==> src/rtl/eco_equiv_sweep_ctrl_if.sv <==
// Bus between the ECO sweep controller, its test controller and the golden/revised netlist pair.
// The master side drives the control and netlist outputs. The slave side is the sweep controller.
interface eco_equiv_sweep_ctrl_if #(
  parameter int AW = 5,
  parameter int BW = 5,
  parameter int YW = 3
);
  logic              start;
  logic              abort;
  logic              stop_on_fail;
  logic [AW-1:0]     drive_a;
  logic [BW-1:0]     drive_b;
  logic [YW-1:0]     y_gold;
  logic [YW-1:0]     y_rev;
  logic              busy;
  logic              done;
  logic              pass;
  logic [AW+BW:0]    mismatch_cnt;
  logic              fail_valid;
  logic [AW-1:0]     first_fail_a;
  logic [BW-1:0]     first_fail_b;
  logic [YW-1:0]     first_fail_diff;

  modport master (
    output start, abort, stop_on_fail, y_gold, y_rev,
    input  drive_a, drive_b, busy, done, pass, mismatch_cnt,
           fail_valid, first_fail_a, first_fail_b, first_fail_diff
  );

  modport slave (
    input  start, abort, stop_on_fail, y_gold, y_rev,
    output drive_a, drive_b, busy, done, pass, mismatch_cnt,
           fail_valid, first_fail_a, first_fail_b, first_fail_diff
  );
endinterface

==> src/rtl/eco_equiv_sweep_ctrl.sv <==
// Exhaustive golden-vs-revised netlist sweep. It walks {B,A} from 0 to all-ones, waits SETTLE cycles
// per vector, then compares Y and accumulates the mismatch count and the first-failure details.
module eco_equiv_sweep_ctrl #(
  parameter int AW     = 5,
  parameter int BW     = 5,
  parameter int YW     = 3,
  parameter int SETTLE = 1
) (
  input logic                    clk,
  input logic                    rst_n,
  eco_equiv_sweep_ctrl_if.slave  bus
);
  localparam int IW = AW + BW;

  localparam logic [1:0] ST_IDLE  = 2'd0;
  localparam logic [1:0] ST_WAIT  = 2'd1;
  localparam logic [1:0] ST_CHECK = 2'd2;

  localparam logic [3:0]    SETTLE_V = 4'(SETTLE);
  localparam logic [IW-1:0] IDX_ONE  = IW'(1);
  localparam logic [IW-1:0] IDX_LAST = '1;
  localparam logic [IW:0]   CNT_ONE  = (IW+1)'(1);

  logic [1:0]    state_q, state_d;
  logic [IW-1:0] idx_q, idx_d;
  logic [3:0]    wait_q, wait_d;
  logic          stop_q, stop_d;
  logic          busy_q, busy_d;
  logic          done_q, done_d;
  logic          pass_q, pass_d;
  logic [IW:0]   cnt_q, cnt_d;
  logic          fv_q, fv_d;
  logic [AW-1:0] ffa_q, ffa_d;
  logic [BW-1:0] ffb_q, ffb_d;
  logic [YW-1:0] ffd_q, ffd_d;

  logic [YW-1:0] diff;
  logic          is_last;

  assign diff    = bus.y_gold ^ bus.y_rev;
  assign is_last = (idx_q == IDX_LAST);

  // Abort outranks the compare, so an aborting CHECK cycle neither counts nor captures.
  always_comb begin
    state_d = state_q;
    idx_d   = idx_q;
    wait_d  = wait_q;
    stop_d  = stop_q;
    busy_d  = busy_q;
    done_d  = 1'b0;
    pass_d  = pass_q;
    cnt_d   = cnt_q;
    fv_d    = fv_q;
    ffa_d   = ffa_q;
    ffb_d   = ffb_q;
    ffd_d   = ffd_q;
    case (state_q)
      ST_IDLE: begin
        if (bus.start) begin
          idx_d   = '0;
          wait_d  = SETTLE_V;
          cnt_d   = '0;
          fv_d    = 1'b0;
          ffa_d   = '0;
          ffb_d   = '0;
          ffd_d   = '0;
          pass_d  = 1'b0;
          stop_d  = bus.stop_on_fail;
          busy_d  = 1'b1;
          state_d = ST_WAIT;
        end
      end
      ST_WAIT: begin
        if (bus.abort) begin
          state_d = ST_IDLE;
          busy_d  = 1'b0;
          pass_d  = 1'b0;
        end else if (wait_q == 4'd0) begin
          state_d = ST_CHECK;
        end else begin
          wait_d = wait_q - 4'd1;
        end
      end
      ST_CHECK: begin
        if (bus.abort) begin
          state_d = ST_IDLE;
          busy_d  = 1'b0;
          pass_d  = 1'b0;
        end else begin
          if (diff != '0) begin
            cnt_d = cnt_q + CNT_ONE;
            if (!fv_q) begin
              fv_d  = 1'b1;
              ffa_d = idx_q[AW-1:0];
              ffb_d = idx_q[IW-1:AW];
              ffd_d = diff;
            end
          end
          if (is_last || (stop_q && (diff != '0))) begin
            state_d = ST_IDLE;
            busy_d  = 1'b0;
            done_d  = 1'b1;
            pass_d  = (cnt_d == '0);
          end else begin
            idx_d   = idx_q + IDX_ONE;
            wait_d  = SETTLE_V;
            state_d = ST_WAIT;
          end
        end
      end
      default: begin
        state_d = ST_IDLE;
        busy_d  = 1'b0;
      end
    endcase
  end

  always_ff @(posedge clk or negedge rst_n) begin
    if (!rst_n) begin
      state_q <= ST_IDLE;
      idx_q   <= '0;
      wait_q  <= '0;
      stop_q  <= 1'b0;
      busy_q  <= 1'b0;
      done_q  <= 1'b0;
      pass_q  <= 1'b0;
      cnt_q   <= '0;
      fv_q    <= 1'b0;
      ffa_q   <= '0;
      ffb_q   <= '0;
      ffd_q   <= '0;
    end else begin
      state_q <= state_d;
      idx_q   <= idx_d;
      wait_q  <= wait_d;
      stop_q  <= stop_d;
      busy_q  <= busy_d;
      done_q  <= done_d;
      pass_q  <= pass_d;
      cnt_q   <= cnt_d;
      fv_q    <= fv_d;
      ffa_q   <= ffa_d;
      ffb_q   <= ffb_d;
      ffd_q   <= ffd_d;
    end
  end

  // The vector index register itself drives both netlists, so the drives hold whenever idx holds.
  assign bus.drive_a         = idx_q[AW-1:0];
  assign bus.drive_b         = idx_q[IW-1:AW];
  assign bus.busy            = busy_q;
  assign bus.done            = done_q;
  assign bus.pass            = pass_q;
  assign bus.mismatch_cnt    = cnt_q;
  assign bus.fail_valid      = fv_q;
  assign bus.first_fail_a    = ffa_q;
  assign bus.first_fail_b    = ffb_q;
  assign bus.first_fail_diff = ffd_q;

endmodule

==> src/flat_wrapper.sv <==
// flat-port wrapper written by rule: the top's interface ports become plain ports
module eco_equiv_sweep_ctrl_flat 
#(
  parameter int AW     = 5,
  parameter int BW     = 5,
  parameter int YW     = 3,
  parameter int SETTLE = 1
)
  (clk, rst_n, bus_start, bus_abort, bus_stop_on_fail, bus_y_gold, bus_y_rev, bus_drive_a, bus_drive_b, bus_busy, bus_done, bus_pass, bus_mismatch_cnt, bus_fail_valid, bus_first_fail_a, bus_first_fail_b, bus_first_fail_diff);
  eco_equiv_sweep_ctrl_if #(.AW(AW), .BW(BW), .YW(YW)) bus_i ();
  input logic clk;
  input logic rst_n;
  input wire logic [$bits(bus_i.start)-1:0] bus_start;
  input wire logic [$bits(bus_i.abort)-1:0] bus_abort;
  input wire logic [$bits(bus_i.stop_on_fail)-1:0] bus_stop_on_fail;
  input wire logic [$bits(bus_i.y_gold)-1:0] bus_y_gold;
  input wire logic [$bits(bus_i.y_rev)-1:0] bus_y_rev;
  output wire logic [$bits(bus_i.drive_a)-1:0] bus_drive_a;
  output wire logic [$bits(bus_i.drive_b)-1:0] bus_drive_b;
  output wire logic [$bits(bus_i.busy)-1:0] bus_busy;
  output wire logic [$bits(bus_i.done)-1:0] bus_done;
  output wire logic [$bits(bus_i.pass)-1:0] bus_pass;
  output wire logic [$bits(bus_i.mismatch_cnt)-1:0] bus_mismatch_cnt;
  output wire logic [$bits(bus_i.fail_valid)-1:0] bus_fail_valid;
  output wire logic [$bits(bus_i.first_fail_a)-1:0] bus_first_fail_a;
  output wire logic [$bits(bus_i.first_fail_b)-1:0] bus_first_fail_b;
  output wire logic [$bits(bus_i.first_fail_diff)-1:0] bus_first_fail_diff;
  assign bus_i.start = bus_start;
  assign bus_i.abort = bus_abort;
  assign bus_i.stop_on_fail = bus_stop_on_fail;
  assign bus_i.y_gold = bus_y_gold;
  assign bus_i.y_rev = bus_y_rev;
  assign bus_drive_a = bus_i.drive_a;
  assign bus_drive_b = bus_i.drive_b;
  assign bus_busy = bus_i.busy;
  assign bus_done = bus_i.done;
  assign bus_pass = bus_i.pass;
  assign bus_mismatch_cnt = bus_i.mismatch_cnt;
  assign bus_fail_valid = bus_i.fail_valid;
  assign bus_first_fail_a = bus_i.first_fail_a;
  assign bus_first_fail_b = bus_i.first_fail_b;
  assign bus_first_fail_diff = bus_i.first_fail_diff;
  eco_equiv_sweep_ctrl #(.AW(AW), .BW(BW), .YW(YW), .SETTLE(SETTLE)) u_core (.clk(clk), .rst_n(rst_n), .bus(bus_i));
endmodule
==> config.mk <==
export PLATFORM = sky130hd
export DESIGN_NAME = eco_equiv_sweep_ctrl_flat
export DESIGN_NICKNAME = d
export VERILOG_FILES = /design/src/rtl/eco_equiv_sweep_ctrl_if.sv /design/src/rtl/eco_equiv_sweep_ctrl.sv /design/src/flat_wrapper.sv
export SDC_FILE = /design/constraint.sdc
export NUM_CORES = 1
export LEC_CHECK = 0
export ABC_AREA = 1
export BUFFER_PORTS_ARGS = -buffer_cell sky130_fd_sc_hd__buf_2
export CAP_MARGIN = 5
export CORE_MARGIN = 2
export CORE_UTILIZATION = 59
export CTS_CLUSTER_SIZE = 8
export DETAILED_ROUTE_END_ITERATION = 8
export PLACE_DENSITY = 0.85
export SLEW_MARGIN = 20
export SYNTH_ARGS = -nofsm -noshare
export SYNTH_HDL_FRONTEND = slang
export SYNTH_SLANG_ARGS = --single-unit
export TNS_END_PERCENT = 5
==> constraint.sdc <==
create_clock -name clk -period 3.38 [get_ports clk]
set_clock_uncertainty 0.05 [all_clocks]
set_input_delay 0.507 -clock clk [delete_from_list [all_inputs] [get_ports clk]]
set_output_delay 0.507 -clock clk [all_outputs]
set_load 0.01 [all_outputs]
## Word-level counts from Yosys, hierarchy flattened

Cells that the tools add are included.

| cells by class | value |
|---|---|
| eq/ne operators | 13 |
| multiplexer cells | 51 |
| bitwise logic cells | 1 |
| add/sub/neg operators | 3 |
| reductions and logical operators | 17 |

Operators by type and width:

| operator | number |
|---|---|
| $mux 11 | 5 |
| $mux 5 | 7 |
| $mux 10 | 3 |
| $pmux 11 s2 | 1 |
| $mux 4 | 5 |
| $pmux 10 s2 | 1 |
| $pmux 5 s2 | 2 |
| $ne 2x2->1 const B | 7 |
| $mux 1 | 13 |
| $mux 3 | 4 |
| $pmux 4 s3 | 1 |
| $reduce_and 4->1 | 3 |
| $add 11x1->11 const B | 1 |
| $logic_not 11->1 | 1 |
| $add 10x1->10 const B | 1 |
| $eq 10x10->1 const B | 1 |
| $mux 2 | 4 |
| $ne 3x2->1 const B | 2 |
| $pmux 1 s3 | 2 |
| $pmux 2 s3 | 1 |
| $pmux 3 s2 | 1 |
| $reduce_and 3->1 | 2 |
| $reduce_and 6->1 | 1 |
| $reduce_bool 3->1 | 2 |
| 13 further kinds | 14 |

| storage, ports and cells | value |
|---|---|
| logic and storage cells | 97 |
| output and inout bits | 38 |
| bits of input ports | 11 |
| register bits after elaboration | 45 |

## Depth between registers and ports, before layout

Gate-level depths: netlist (run 1).

| logic depth | value |
|---|---|
| word-level depth | 9 |
| gate-level depth with buffers | 13 |
| mapped depth without buffers | 13 |

## Worst setup path before layout (run 1)

OpenSTA, ideal clock, no wires.

| timing | value |
|---|---|
| path kind | flip-flop to flip-flop |
| start point | reg u_core.idx_q[0] |
| end point | reg u_core.wait_q[2] |
| arrival | 1.437 ns |
| clock period less this slack | 1.604 ns |
| setup time | 0.117 ns |
| cell stages (with the launch flop) | 13 |
| slack | 1.776 ns |
| buffers on the path | 0 |
| required time | 3.213 ns |
| cell sequence | dfrtp_1 -> ha_1 -> nand3_2 -> nor2_1 -> nand3_1 -> nand2_1 -> nand2_2 -> nand2_2 -> inv_2 -> nand2_1 -> nand2_1 -> nand2_1 -> nor2_1 |

| on the way | value |
|---|---|
| cells in the longest elaborated chain, start to end | 4 |

Ends and longest elaborated chain:

| item | line | RTL |
|---|---|---|
| start, declared | eco_equiv_sweep_ctrl.sv:25 | `logic [IW-1:0] idx_q, idx_d;` |
| start signal, assigned | eco_equiv_sweep_ctrl.sv:134 | `idx_q <= idx_d;` |
| $eq 10x10->1 | eco_equiv_sweep_ctrl.sv:41 | `assign is_last = (idx_q == IDX_LAST);` |
| $logic_or 1x1->1 | eco_equiv_sweep_ctrl.sv:99 | `if (is_last \|\| (stop_q && (diff != '0))) begin` |
| $ne 2x2->1 (no line) | - |  |
| $reduce_and 6->1 (no line) | - |  |
| end signal, assigned | eco_equiv_sweep_ctrl.sv:135 | `wait_q <= wait_d;` |
| end, declared | eco_equiv_sweep_ctrl.sv:26 | `logic [3:0] wait_q, wait_d;` |

Every way passes these cells.
A chain may end at the register's enable or synchronous reset.

## Final worst setup path (run 1)

| timing | value |
|---|---|
| start point | reg u_core.state_q[1] |
| end point | reg u_core.ffd_q[2], in the netlist u_core.bus.first_fail_diff[2] |

| on the way | value |
|---|---|
| cells in the longest elaborated chain, start to end | 3 |
| elaborated cells between the ends (all ways) | 9 |
| classes of those cells | eq/ne (5); mux (1); reduce/logical (3) |

Ends and longest elaborated chain:

| item | line | RTL |
|---|---|---|
| start, declared | eco_equiv_sweep_ctrl.sv:24 | `logic [1:0] state_q, state_d;` |
| start signal, assigned | eco_equiv_sweep_ctrl.sv:133 | `state_q <= state_d;` |
| $eq 2x2->1 or $logic_not 2->1 (tied branches) | eco_equiv_sweep_ctrl.sv:57 | `case (state_q)` |
| $ne 2x2->1 (no line), or another cell as far along | - |  |
| $reduce_and 5->1 (no line) | - |  |
| end signal, assigned | eco_equiv_sweep_ctrl.sv:131 | `ffd_q <= '0;` |
| end signal, assigned | eco_equiv_sweep_ctrl.sv:144 | `ffd_q <= ffd_d;` |
| end, declared | eco_equiv_sweep_ctrl.sv:35 | `logic [YW-1:0] ffd_q, ffd_d;` |

Parallel ways exist; a longest one is shown, timed or not.

==> results of run 1 <==
final timing paths:
kind	start	slack [ps]	endpoint
min reg2reg	u_core.bus.first_fail_b[4]$_DFFE_PN0P_	440	u_core.bus.first_fail_b[4]$_DFFE_PN0P_
max in group asynchronous	rst_n	2760	u_core.idx_q[0]$_DFFE_PN0P_
max	u_core.state_q[1]$_DFFE_PN0P_	1220	u_core.bus.first_fail_diff[2]$_DFFE_PN0P_
min	rst_n	150	u_core.idx_q[6]$_DFFE_PN0P_
max reg2reg	u_core.state_q[1]$_DFFE_PN0P_	1220	u_core.bus.first_fail_diff[2]$_DFFE_PN0P_
min in group clk	bus_stop_on_fail	400	u_core.stop_q$_DFFE_PN0P_
cells in the final DEF, fill, tap and decap left out:
cell type  netlist  layout
nand4_1          2       2
nand3_1         20      20
nand2_4          2       2
o31ai_2          4       4
buf_4            0       1
o2bb2ai_1        1       1
o22ai_1          5       5
nand3_2          2       2
nor2_4           2       2
nand2_2          3       3
nand2_1         97      97
o31ai_1          5       5
inv_2            5       5
ha_1             4       4
nor2_1          28      28
inv_1           34      34
nor2_2           1       1
a211oi_2         1       1
nor3_1           2       2
o21ai_0         16      16
dfrtp_1         45      45
clkinv_2         0       2
nor3b_1          2       2
nand3b_1         1       1
clkbuf_1         0       1
xnor2_1          2       2
xor2_1           8       8
mux2_2           1       1
a21oi_1          3       3
clkbuf_8         0       5
o21ai_1         13      13
or2_0            1       1
buf_2            4      47
a21oi_2          1       1
power groups by stage:
stage	clock network (W)	logic, W	registers (W)
final	0.000316	0.000437	0.000656
after global routing	0.000341	0.000499	0.000664
after CTS	0.000320	0.000436	0.000657
after detailed placement	0	0.000433	0.000667
after global placement	0	0.000422	0.000662
after floorplan	0	0.000331	0.000667
metal layers:
metal / GRT usage, % / routed length (um)
met2: 38.89 / 2559
met4: 7.843 / 70
met1: 32.60 / 2477
met3: 3.779 / 268
met5: 0 / 0
stage by stage:
step | util (%) | hold slack [ps]
2_1_floorplan | - | 161.4
3_3_place_gp | 67.62 | 417.2
3_5_place_dp | 67.62 | 420.8
4_1_cts | 69.66 | 351.7
5_1_grt | 69.72 | 194.6
6_report | 69.72 | 152.8
cell type report:
class / instances / share of cell area, %
clock buffer: 6 / 2.565
clock inverter: 2 / 0.3538
inverter: 39 / 5.175
multi-input combinational: 227 / 41.31
sequential: 45 / 39.81
tap: 50 / 2.211
timing repair buffer: 48 / 8.580
flip-flops by register name, indices dropped and copies added (netlist names):
register                    cells
u_core.bus.busy                 1
u_core.bus.done                 1
u_core.bus.fail_valid           1
u_core.bus.first_fail_a         5
u_core.bus.first_fail_b         5
u_core.bus.first_fail_diff      3
u_core.bus.mismatch_cnt        11
u_core.bus.pass                 1
u_core.idx_q                   10
u_core.state_q                  2
u_core.stop_q                   1
u_core.wait_q                   4
logic make-up (layout without fill, tap and decap cells):
| logic type | Yosys count | count (layout) | synth area share (%) |
|---|---|---|---|
| adder cells (fa/ha/maj) | 4 | 4 | 1.997 |
| AO/OA/AOI/OAI | 49 | 49 | 12.33 |
| AND/OR/NAND/NOR | 163 | 163 | 28.36 |
| multiplexers | 1 | 1 | 0.4493 |
| buffers and inverters | 47 | 95 | 8.437 |
| flip-flops | 45 | 45 | 44.93 |
| XOR/XNOR | 10 | 10 | 3.495 |
==> impl_metrics.env, run 1 <==
export IMPL_status="complete, no violations"
export IMPL_maxCapViolCount=0
export IMPL_clkPwrFrac_pct=22.5
export IMPL_maxSlewHeadroom_pct=63.46
export IMPL_io_buffers=48
export IMPL_switchingPower_w=0.0005307
export IMPL_period_needed_ps=2165
export IMPL_tritoncts="built"
export IMPL_yosysUniqueCellTypes=31
export IMPL_slew_viol_final=0
export IMPL_fin_crit_sh_pct=64.05
export IMPL_worst_pin_slew_ps=548.1
export IMPL_crit_buf_inv=3
export IMPL_drive_gt1_share_pct=20.98
export IMPL_dieArea_um2=4785
export IMPL_syn_area_um2=2506
export IMPL_hold_viol=0
export IMPL_cts_resized=0
export IMPL_cp_end_kind="flip-flop"
export IMPL_cts_setup_buffers=0
export IMPL_seq_area_um2=1126
export IMPL_final_setup_tns_ps=0
export IMPL_track_usage_pct=23.83
export IMPL_leakage_nw=1.466
export IMPL_nets=381
export IMPL_rr_worst_depth=8
export IMPL_path_clk_slew_ps=80
export IMPL_rsz0062_at_grt="false"
export IMPL_cts_root_buf="clkbuf_8"
export IMPL_power_density_nw_per_um2=498.2
export IMPL_fp_row_count=23
export IMPL_post_dp_hpwl_um=3989
export IMPL_start_util_pct=61.76
export IMPL_worstSetupPathDepth=8
export IMPL_first_iter_violations=166
export IMPL_drc=0
export IMPL_path_max_fanout=23
export IMPL_die_h_um=69.18
export IMPL_fin_area_um2=2829
export IMPL_n_antenna_cell=0
export IMPL_cts_htree_levels=2
export IMPL_start_kind="flip-flop"
export IMPL_dp_slack_ps=1142
export IMPL_layout_cells_non_filler=417
export IMPL_worstPathRequired_ps=3530
export IMPL_worstSetupPathType="reg -> reg"
export IMPL_cp_slowest_cell="dfrtp_1"
export IMPL_drtAntennaViolNets=0
export IMPL_cts_sinks=45
export IMPL_cts_buffers=5
export IMPL_vias=2201
export IMPL_critPathMaxStageDelay_ps=390
export IMPL_grt_pass1_vias=2096
export IMPL_synthFlopType="dfrtp_1"
export IMPL_yosysMostFrequentCell="nand2_1"
export IMPL_syn_inst=319
export IMPL_ios=49
export IMPL_crit_family="simple AND/OR/NAND/NOR gates"
export IMPL_wl_um=5375
export IMPL_synthArstFlopShare_pct=100.0
export IMPL_avgSynthCellArea_um2=7.856
export IMPL_synth_edf_count=0
export IMPL_antenna_found_initial=0
export IMPL_grt_overflow=0
export IMPL_netlist_top_cells_area="dfrtp_1 (45%), nand2_1 (15%), inv_1 (5.1%)"
export IMPL_areaGrowthSynthToFinish_pct=12.88
export IMPL_hold_path_class="in -> async"
export IMPL_setup_viol=0
export IMPL_syn_nets=334
export IMPL_dp_cells=409
export IMPL_comb_power_share_pct=31.0
export IMPL_p_total_w=0.001409
export IMPL_setup_slack_ps=1215
export IMPL_coreArea_um2=4058
export IMPL_swShare_pct=37.65
export IMPL_gp_congestion=0.8712
export IMPL_holdBufCountCts=0
export IMPL_grt_pass1_wl_um=9397
export IMPL_cp_arrival_ps=2310
export IMPL_critPathMostFrequentCell="inv_2"
export IMPL_seq_power_share_pct=46.6
export IMPL_clk_insertion_delay_late_ps=290
export IMPL_synth_seq_cells=45
export IMPL_first_pass_iters=6
export IMPL_clk_path_buf_depth=2
export IMPL_via_per_inst=5.278
export IMPL_yosysSeqAreaShare_pct=44.93
export IMPL_multi_input_area_um2=1169
export IMPL_yosysTopAreaCellShare_pct=44.93
export IMPL_fmax_mhz=461.9
export IMPL_die_x_um=69.18
export IMPL_synthTopCellsByCount="nand2_1 (97), dfrtp_1 (45), inv_1 (34)"
export IMPL_internal_power_w=0.0008787
export IMPL_ys_warn_count=0
export IMPL_placed_area_um2=2744
export IMPL_wl_per_cell_um=12.89
export IMPL_synth_top_area_cell="dfrtp_1"
export IMPL_grt_max_degree=46
export IMPL_ir_drop_uv=464.9
export IMPL_nFillCells=326
export IMPL_crit_chain="inv_2 > nor2_4 > inv_2 > nor2_4 > inv_2 > nand2_4 > nand2_2 > o31ai_1"
Note: power is estimated with default switching activity, not from simulation.
==> inputs of run 2 (changes only) <==
--- a/config.mk
+++ b/config.mk
@@ -5,14 +5,14 @@
 export SDC_FILE = /design/constraint.sdc
 export NUM_CORES = 1
 export LEC_CHECK = 0
-export ABC_AREA = 1
+export ABC_AREA = 0
 export BUFFER_PORTS_ARGS = -buffer_cell sky130_fd_sc_hd__buf_2
 export CAP_MARGIN = 5
 export CORE_MARGIN = 2
-export CORE_UTILIZATION = 59
+export CORE_UTILIZATION = 50
 export CTS_CLUSTER_SIZE = 8
 export DETAILED_ROUTE_END_ITERATION = 8
-export PLACE_DENSITY = 0.85
+export PLACE_DENSITY = 0.76
 export SLEW_MARGIN = 20
 export SYNTH_ARGS = -nofsm -noshare
 export SYNTH_HDL_FRONTEND = slang
==> constraint.sdc (replaced) <==
create_clock -name clk -period 1.74 [get_ports clk]
set_clock_uncertainty 0.05 [all_clocks]
set_input_delay 0.261 -clock clk [delete_from_list [all_inputs] [get_ports clk]]
set_output_delay 0.261 -clock clk [all_outputs]
set_load 0.01 [all_outputs]
==> run 2 against run 1 <==
Against the previous run: the run now ends with negative setup slack left; clock power is 150% higher; die area is 17% higher; flip-flop and latch count is the same; global-route usage up 1.1 points; area after synthesis grew 0.30%; final cell count up 6.7%; count of clock-buffer cells in the layout is the same; register-to-register slack got worse by 1400 ps; routed wire length is 26% higher; core utilization grew 2.3 points; non-clock buffer count up 56.
==> impl_metrics.env, run 2 <==
export IMPL_yosysTopAreaCellShare_pct=44.80
export IMPL_grt_max_degree=29
export IMPL_reg2reg_slack_ps=-230
export IMPL_regToRegStartpoint="u_core.idx_q[0]$_DFFE_PN0P_"
export IMPL_worst_pin_slew_ps=580.2
export IMPL_wl_um=6764
export IMPL_syn_nets=294
export IMPL_die_h_um=74.91
export IMPL_vias=2468
export IMPL_die_x_um=74.91
export IMPL_tritoncts="built"
export IMPL_ios=49
export IMPL_io_buffers=48
export IMPL_clk_path_buf_depth=2
export IMPL_drive_gt1_share_pct=37.57
export IMPL_cts_sinks=45
export IMPL_grt_pass1_wl_um=10670
export IMPL_grt_overflow=0
export IMPL_final_common_cell="buf_4"
export IMPL_cts_root_buf="clkbuf_8"
export IMPL_clk_insertion_delay_late_ps=310
export IMPL_path_max_fanout=5
export IMPL_gp_congestion=0.8522
export IMPL_ys_warn_count=0
export IMPL_antenna_found_initial=0
export IMPL_status="complete, but fails checks"
export IMPL_placed_area_um2=3177
export IMPL_first_pass_iters=4
export IMPL_fp_row_count=25
export IMPL_netlist_top_cells_area="dfrtp_1 (45%), nand2_1 (7.0%), o21ai_0 (5.6%)"
export IMPL_worstSetupPathDepth=7
export IMPL_power_density_nw_per_um2=910.7
export IMPL_yosysMostFrequentCell="nand2_1"
export IMPL_critPathMaxStageDelay_ps=500
export IMPL_worstPathRequired_ps=1920
export IMPL_critPathCapture="u_core.idx_q[6]$_DFFE_PN0P_"
export IMPL_cts_buffers=5
export IMPL_wl_per_cell_um=15.20
export IMPL_drtAntennaViolNets=0
export IMPL_cts_htree_levels=2
export IMPL_drc=0
export IMPL_fin_crit_sh_pct=113.3
export IMPL_syn_inst=279
export IMPL_maxCapViolCount=0
export IMPL_cp_arrival_ps=2160
export IMPL_path_clk_slew_ps=90
export IMPL_synth_edf_count=0
export IMPL_maxSlewHeadroom_pct=61.09
export IMPL_crit_family="simple AND/OR/NAND/NOR gates"
export IMPL_setup_slack_ps=-230.8
export IMPL_synth_top_area_cell="dfrtp_1"
export IMPL_synthTopCellsByCount="nand2_1 (47), dfrtp_1 (45), o21ai_0 (28)"
export IMPL_synth_seq_cells=45
export IMPL_cp_end_kind="flip-flop"
export IMPL_start_util_pct=52.52
export IMPL_hold_path_class="in -> reg"
export IMPL_areaGrowthSynthToFinish_pct=37.08
export IMPL_dieArea_um2=5611
export IMPL_track_usage_pct=24.96
export IMPL_start_kind="flip-flop"
export IMPL_fmax_mhz=507.4
export IMPL_slew_viol_final=0
export IMPL_crit_chain="ha_4 > and3_4 > nand4_1 > buf_4 > a21oi_4 > or4_4 > a21oi_2"
export IMPL_grt_pass1_vias=2313
export IMPL_rsz0062_at_grt="true"
export IMPL_r2r_end="u_core.idx_q[6]$_DFFE_PN0P_"
export IMPL_rr_worst_depth=7
export IMPL_leakage_nw=1.651
export IMPL_worstSetupPathType="reg -> reg"
export IMPL_cp_slowest_cell="or4_4"
export IMPL_fin_area_um2=3446
export IMPL_nets=392
export IMPL_setup_viol=16
export IMPL_first_iter_violations=176
export IMPL_final_cell_mix="buf_4 (54), buf_2 (48), nand2_1 (47)"
export IMPL_ir_drop_uv=905.8
export IMPL_yosysUniqueCellTypes=45
export IMPL_syn_area_um2=2514
export IMPL_synthFlopType="dfrtp_1"
export IMPL_via_per_inst=5.546
export IMPL_synthArstFlopShare_pct=100.0
export IMPL_n_antenna_cell=0
export IMPL_coreArea_um2=4786
export IMPL_crit_buf_inv=1
export IMPL_crit_start="u_core.idx_q[0]$_DFFE_PN0P_"
export IMPL_avgSynthCellArea_um2=9.010
export IMPL_violations="negative setup slack"
export IMPL_yosysSeqAreaShare_pct=44.80
export IMPL_period_needed_ps=1971
export IMPL_hold_viol=0
export IMPL_post_dp_hpwl_um=4790
export IMPL_largest_reg_flops=11
export IMPL_final_util_pct=72.00
## run 2: cell count changes after synthesis, sizes merged, moves of 7 or more
| cell | change |
|---|---|
| a21oi | +11 |
| a31oi | +7 |
| clkbuf | +8 |
| inv | -31 |
| mux2i | +8 |
| nand2 | -55 |
| nand2b | +8 |
| nand3 | -9 |
| nor2 | -16 |
## run 2: stage by stage
step	std cells	hold WS, ps	TNS [ps]	setup slack [ps]	total power, W
detailed placement	431	174.3	-3498	-246.9	0.002229
CTS	441	116.3	-1280	-154.7	0.003098
floorplan	279	-84.59	-1007	-174.5	0.001814
global placement	431	172.7	-2056	-170.3	0.002188
finish	445	134.9	-1851	-230.8	0.003138
global route	445	148.8	-3427	-309.4	0.003302
## run 2: worst min path at each step
stage	start	end	depth (start not counted)
floorplan	rst_n	u_core.bus.busy$_DFFE_PN0P_	0
global placement	rst_n	u_core.bus.first_fail_a[0]$_DFFE_PN0P_	1
detailed placement	rst_n	u_core.bus.first_fail_a[0]$_DFFE_PN0P_	1
CTS	bus_abort	u_core.state_q[1]$_DFFE_PN0P_	2
global route	bus_abort	u_core.state_q[1]$_DFFE_PN0P_	2
finish	bus_abort	u_core.state_q[1]$_DFFE_PN0P_	2
## run 2: cell families (layout without fill, tap and decap cells)
family                   count (synthesis)  after routing  share of synthesized area (%)
multiplexers                             9              9                          3.634
adder cells (fa/ha/maj)                  4              4                          1.991
AO/OA/AOI/OAI                           75             76                          19.71
AND/OR/NAND/NOR                        117            117                          22.75
XOR/XNOR                                 7              7                          3.335
flip-flops                              45             45                          44.80
buffers and inverters                   22            120                          3.783
## run 2: area by class of cell
type | instances | area, um^2
tap | 67 | 83.83
multi-input combinational | 213 | 1419
clock inverter | 2 | 35.03
sequential | 45 | 1130
inverter | 8 | 30.03
fill | 376 | 1340
clock buffer | 6 | 72.57
timing repair buffer | 104 | 675.6
## run 2: what timing repair did
item,in CTS,in global routing
gates cloned,1,0
hold endpoints to repair,17,0
pin swaps,5,3
setup buffers,0,4
resized for setup,13,10
setup endpoints to repair,25,30
hold buffers,1,0
## run 2: layer usage
metal,GRT usage [%],part of all wire (%),vias up
li1,-,-,1213
met1,32.82,44,1185
met2,40.64,50,59
met3,4.685,3.7,11
met4,10.12,1.5,0
met5,0,0,-
## run 2: power breakdown
group	total (W)	leakage [nW]	switching [W]	internal, W
logic	0.00112	0.985	0.000652	0.000472
clock network	0.000785	0.0552	0.000358	0.000426
registers	0.00123	0.611	0.0000761	0.00115
